`src/rtl/serial_sum_collector.sv`:
```
// rtl/serial_sum_collector.sv - bit-serial sum collector with parallel valid/ready result
//
// Purpose:
//   Collects WIDTH serial sum bits (LSB first) from an upstream bit-serial adder.
//   It also captures the adder carry alongside the last bit.
//   It then presents {carry, sum} as one word behind a valid/ready handshake.
//
// Ports:
//   clk        in   1      rising-edge clock
//   rst        in   1      asynchronous active-low reset
//   start      in   1      frame start pulse; s_in in the following cycle is bit 0
//   s_in       in   1      serial sum bit
//   c_in       in   1      adder carry, sampled only with bit WIDTH-1
//   out_ready  in   1      consumer accepts the held result
//   sum        out  WIDTH  collected sum word (bit k = k-th serial bit)
//   carry      out  1      final carry of the frame
//   out_valid  out  1      sum/carry hold a complete, unconsumed result
//   busy       out  1      collecting a frame
//   frame_err  out  1      one-cycle pulse: start seen while collecting

module serial_sum_collector #(
  parameter int WIDTH = 8
) (
  input  logic             clk,
  input  logic             rst,
  input  logic             start,
  input  logic             s_in,
  input  logic             c_in,
  input  logic             out_ready,
  output logic [WIDTH-1:0] sum,
  output logic             carry,
  output logic             out_valid,
  output logic             busy,
  output logic             frame_err
);

  localparam int            CW   = $clog2(WIDTH);
  localparam logic [CW-1:0] LAST = CW'(WIDTH - 1);

  typedef enum logic [1:0] {
    ST_IDLE,
    ST_COLLECT,
    ST_HOLD
  } state_t;

  state_t           r_state;
  state_t           w_next;
  logic [WIDTH-2:0] r_shift;
  logic [CW-1:0]    r_cnt;
  logic [WIDTH-1:0] r_sum;
  logic             r_carry;
  logic             r_out_valid;
  logic             r_busy;
  logic             r_frame_err;

  logic [WIDTH-1:0] w_shift_next;
  logic             w_last;
  logic             w_load;

  // New bit enters at the MSB; after WIDTH samples, bit 0 has reached the LSB.
  // The shift register keeps only WIDTH-1 bits because the newest bit is s_in itself.
  assign w_shift_next = {s_in, r_shift};
  assign w_last       = (r_state == ST_COLLECT) && (r_cnt == LAST);
  // A frame starts from IDLE, or straight out of HOLD when the result is consumed in the same cycle.
  assign w_load       = start && ((r_state == ST_IDLE) || ((r_state == ST_HOLD) && out_ready));

  always_ff @(posedge clk or negedge rst) begin
    if (!rst) begin
      r_state <= ST_IDLE;
    end else begin
      r_state <= w_next;
    end
  end

  always_comb begin
    w_next = r_state;
    case (r_state)
      ST_IDLE: begin
        if (start) begin
          w_next = ST_COLLECT;
        end
      end
      ST_COLLECT: begin
        if (w_last) begin
          w_next = ST_HOLD;
        end
      end
      ST_HOLD: begin
        if (out_ready) begin
          w_next = start ? ST_COLLECT : ST_IDLE;
        end
      end
      default: w_next = ST_IDLE;
    endcase
  end

  always_ff @(posedge clk or negedge rst) begin
    if (!rst) begin
      r_shift     <= '0;
      r_cnt       <= '0;
      r_sum       <= '0;
      r_carry     <= 1'b0;
      r_out_valid <= 1'b0;
      r_busy      <= 1'b0;
      r_frame_err <= 1'b0;
    end else begin
      r_out_valid <= (w_next == ST_HOLD);
      r_busy      <= (w_next == ST_COLLECT);
      // Start during COLLECT is flagged but otherwise ignored.
      r_frame_err <= (r_state == ST_COLLECT) && start;
      if (w_load) begin
        r_shift <= '0;
        r_cnt   <= '0;
      end else if (r_state == ST_COLLECT) begin
        r_shift <= w_shift_next[WIDTH-1:1];
        if (w_last) begin
          r_cnt   <= '0;
          r_sum   <= w_shift_next;
          r_carry <= c_in;
        end else begin
          r_cnt <= r_cnt + CW'(1);
        end
      end
    end
  end

  assign sum       = r_sum;
  assign carry     = r_carry;
  assign out_valid = r_out_valid;
  assign busy      = r_busy;
  assign frame_err = r_frame_err;

endmodule

```
`config.mk`:
```
export PLATFORM = sky130hd
export DESIGN_NAME = serial_sum_collector
export DESIGN_NICKNAME = d
export VERILOG_FILES = /design/src/rtl/serial_sum_collector.sv
export SDC_FILE = /design/constraint.sdc
export NUM_CORES = 1
export LEC_CHECK = 0
export CORE_MARGIN = 2
export CORE_UTILIZATION = 44
export DETAILED_ROUTE_END_ITERATION = 8
export PLACE_DENSITY_LB_ADDON = 0.3
export SYNTH_ARGS = -nofsm -noshare
export SYNTH_HDL_FRONTEND = slang
export SYNTH_SLANG_ARGS = --single-unit
```
`constraint.sdc`:
```
create_clock -name clk -period 1.3 [get_ports clk]
set_input_delay 0.26 -clock clk [delete_from_list [all_inputs] [get_ports clk]]
set_output_delay 0.26 -clock clk [all_outputs]
set_load 0.005 [all_outputs]
```
==> flow_metrics.tcl <==
set metrics [dict create \
    clk_pin_slew_ns 0.13 \
    tightest_slew_ns 0.2968 \
    place.port_buffers 17 \
    p_seq_share_pct 40.4 \
    grt_pass1_vias 646 \
    max_clock_freq_mhz 714.8 \
    ys_ff_latch 24 \
    hpwlAfterDp_um 1217 \
    antenna_left 0 \
    rows 16 \
    status "complete, but fails checks" \
    p_int_w 0.002230 \
    finalMaxSlewViolations 0 \
    ys.flop_type "dfrtp_1" \
    gr-total-overflow 0 \
    place_ws_ns -0.1276 \
    drc 0 \
    clk_latency_ns 0.31 \
    vias 638 \
    reg2reg_depth 5 \
    hold_path_class "input port to async pin" \
    hold_buffers 0 \
    cp_num_cells 5 \
    fin_cells 126 \
    ys_top_cells_by_count "dfrtp_1 (24), a22o_1 (8), mux2_4 (8), o21ai_0 (4)" \
    timing.critical_path.arrival_ns 1.61 \
    reg2reg_to "sum[7]$_DFFE_PN0P_" \
    n_antenna_cell 0 \
    max_cap_viol_count 0 \
    syn_area_um2 948.4 \
    tritoncts "yes" \
    cts.path.max_buffers 2 \
    cp_top_family "flip-flops" \
    worst-path-buf-inv 1 \
    async_reset_ff_share_pct 100.0 \
    violations "negative setup slack" \
    layout_min_cycle_time_ns 1.399 \
    setup_violations 9 \
    slew_headroom_pct 80.21 \
    drive_above_1_share_pct 37.37 \
    area_delta_synth_final_pct 43.67 \
    antenna_found_initial 0 \
    cp-end-kind "flop" \
    critPathKind "flop to flop" \
    synth_most_common_cell "dfrtp_1" \
    via_per_inst 5.063 \
    path_max_fanout 7 \
    netlist-cell-type-count 19 \
    placed_cells 116 \
    grt_first_pass_wirelength_um 2932 \
    yosysTopAreaCell "dfrtp_1" \
    reg2reg_from "r_cnt[0]$_DFFE_PN0P_" \
    wl_per_cell_um 13.63 \
    synth_area_leaders "dfrtp_1 (63%), mux2_4 (13%), a22o_1 (7.4%)" \
    ios 18 \
    slowest_delay_ns 0.41 \
    startpoint_type "flop" \
    synth_seq_area_share_pct 63.32 \
    cp.required_ns 1.51 \
    track_usage_pct 16.05 \
    power_switching_w 0.0008504 \
    regToRegSetupSlack_ns -0.1 \
    p_sw_share_pct 27.60 \
    die-height_um 50.43 \
    gp_congestion 0.7316 \
    drt_iter0_markers 9 \
    synth.avg_cell_area_um2 15.55 \
    setup_slack_ns -0.09897 \
    die_w_um 50.43 \
    synth_warnings 0 \
    layout.nets 108 \
    clock-root-buffer "clkbuf_4" \
    crit_chain "ha_2, ha_4, nand2_4, buf_12, mux2_4" \
    grt_max_degree 25 \
    synth.top_cell.area_share_pct 63.32 \
    peakVddDrop_v 0.001381 \
    rsz0062_at_grt "true" \
    pwr-share-clk_pct 17.3 \
    core_um2 2002 \
    syn_inst 61 \
    p_per_area_nw_per_um2 2261 \
    die_area_um2 2543 \
    finClkSkew_ns 0.001156 \
    drt_pass1_iterations 2 \
    clock-sinks 24 \
    wl_um 1718 \
    initial_core_util_pct 47.38 \
    cts_htree_levels 1 \
    cts_made_buffers 3 \
    synth_edf_count 0 \
    period_share_pct 107.6 \
    pwr-share-comb_pct 42.3 \
    p_leak_nw 0.6848 \
    synth_fp_nets 69 \
    hold_viol 0 \
    critical-path-slowest-cell "dfrtp_1" \
]
-- flip-flops by register name (all words and copies together), names as in the netlist --
name,cells
frame_err,1
busy,1
r_cnt,3
out_valid,1
r_shift,7
carry,1
sum,8
r_state,2
-- layer usage --
layer	vias to the layer above	GRT usage (%)	wire length (µm)
met2	13	25.88	855
met5	-	0	0
met3	6	5.357	51
met1	320	20.28	765
met4	0	5.405	46
li1	299	-	-
-- power groups by stage --
| stage | sequential, W | clock, W | combinational, W |
|---|---|---|---|
| 2_1_floorplan | 0.00126 | 0 | 0.000648 |
| 3_3_place_gp | 0.00126 | 0 | 0.00122 |
| 3_5_place_dp | 0.00127 | 0 | 0.00128 |
| 4_1_cts | 0.00124 | 0.000553 | 0.00128 |
| 5_1_grt | 0.00128 | 0.000588 | 0.00143 |
| 6_report | 0.00125 | 0.000533 | 0.00130 |
-- area by class of cell --
type                       instances  area (µm²)
fill                             158       639.4
sequential                        24       600.6
multi-input combinational         34       357.8
timing repair buffer              36       314.1
tap                               27       33.78
clock inverter                     1       30.03
clock buffer                       3       22.52
inverter                           1       3.754
-- worst max-delay path by stage --
stage | from | endpoint | slack (ns)
after global routing | r_cnt[0]$_DFFE_PN0P_ | sum[7]$_DFFE_PN0P_ | -0.13
after global placement | r_cnt[1]$_DFFE_PN0P_ | sum[0]$_DFFE_PN0P_ | -0.09
after detailed placement | r_cnt[1]$_DFFE_PN0P_ | sum[7]$_DFFE_PN0P_ | -0.13
after floorplan | r_cnt[0]$_DFFE_PN0P_ | carry$_DFFE_PN0P_ | -0.05
after CTS | r_cnt[0]$_DFFE_PN0P_ | sum[7]$_DFFE_PN0P_ | -0.11
final | r_cnt[0]$_DFFE_PN0P_ | sum[7]$_DFFE_PN0P_ | -0.1
-- cell usage in the layout, fill, tap and decap left out, drive strengths merged --
| master | n |
|---|---|
| nand2b | 2 |
| bufinv | 1 |
| nand3b | 1 |
| a32o | 1 |
| and2b | 1 |
| inv | 1 |
| o21ai | 4 |
| nand2 | 1 |
| dlygate4sd2 | 12 |
| o2bb2ai | 1 |
| dfrtp | 24 |
| nor3b | 1 |
| ha | 2 |
| a21o | 1 |
| mux2 | 9 |
| a22o | 8 |
| buf | 19 |
| clkdlybuf4s50 | 5 |
| mux2i | 1 |
| clkbuf | 3 |
| and2 | 1 |
-- stage by stage --
stage | power (W) | TNS (ns) | hold slack (ns) | cell area [µm²] | util [%]
after detailed placement | 0.002545 | -1.915 | 0.4926 | 1264 | 63.13
final | 0.003081 | -0.7876 | 0.2923 | 1363 | 68.06
after global placement | 0.002477 | -1.485 | 0.4949 | 1264 | 63.13
after floorplan | 0.001909 | -0.4009 | -0.03559 | 965.9 | -
after CTS | 0.003079 | -0.7870 | 0.2883 | 1344 | 67.13
after global routing | 0.003304 | -1.113 | 0.2963 | 1363 | 68.06
-- cell families (layout without fill, tap and decap cells) --
logic type / Yosys count / in the layout / synth area share [%]
muxes: 10 / 10 / 14.91
and+or+nand+nor: 7 / 7 / 4.750
buffers and inverters: 3 / 41 / 2.110
adders and majority gates: 2 / 2 / 2.638
AOI/OAI and AO/OA: 15 / 15 / 12.27
DFF: 24 / 24 / 63.32
-- timing repair --
action                                 4_1_cts  5_1_grt
pin swaps                                    2        1
setup endpoints to repair                   21       12
resized for setup                           15        4
setup buffers                                4        2
endpoints found under the hold margin        0        0
-- worst reg2reg max path, delay by kind of cell (launching register included) --
family	cells	cell delay [ns]
and+or+nand+nor	1	0.09
DFF	1	0.41
buffers and inverters	1	0.13
adders and majority gates	2	0.38
muxes	1	0.30
(Power assumes the default switching activity.)
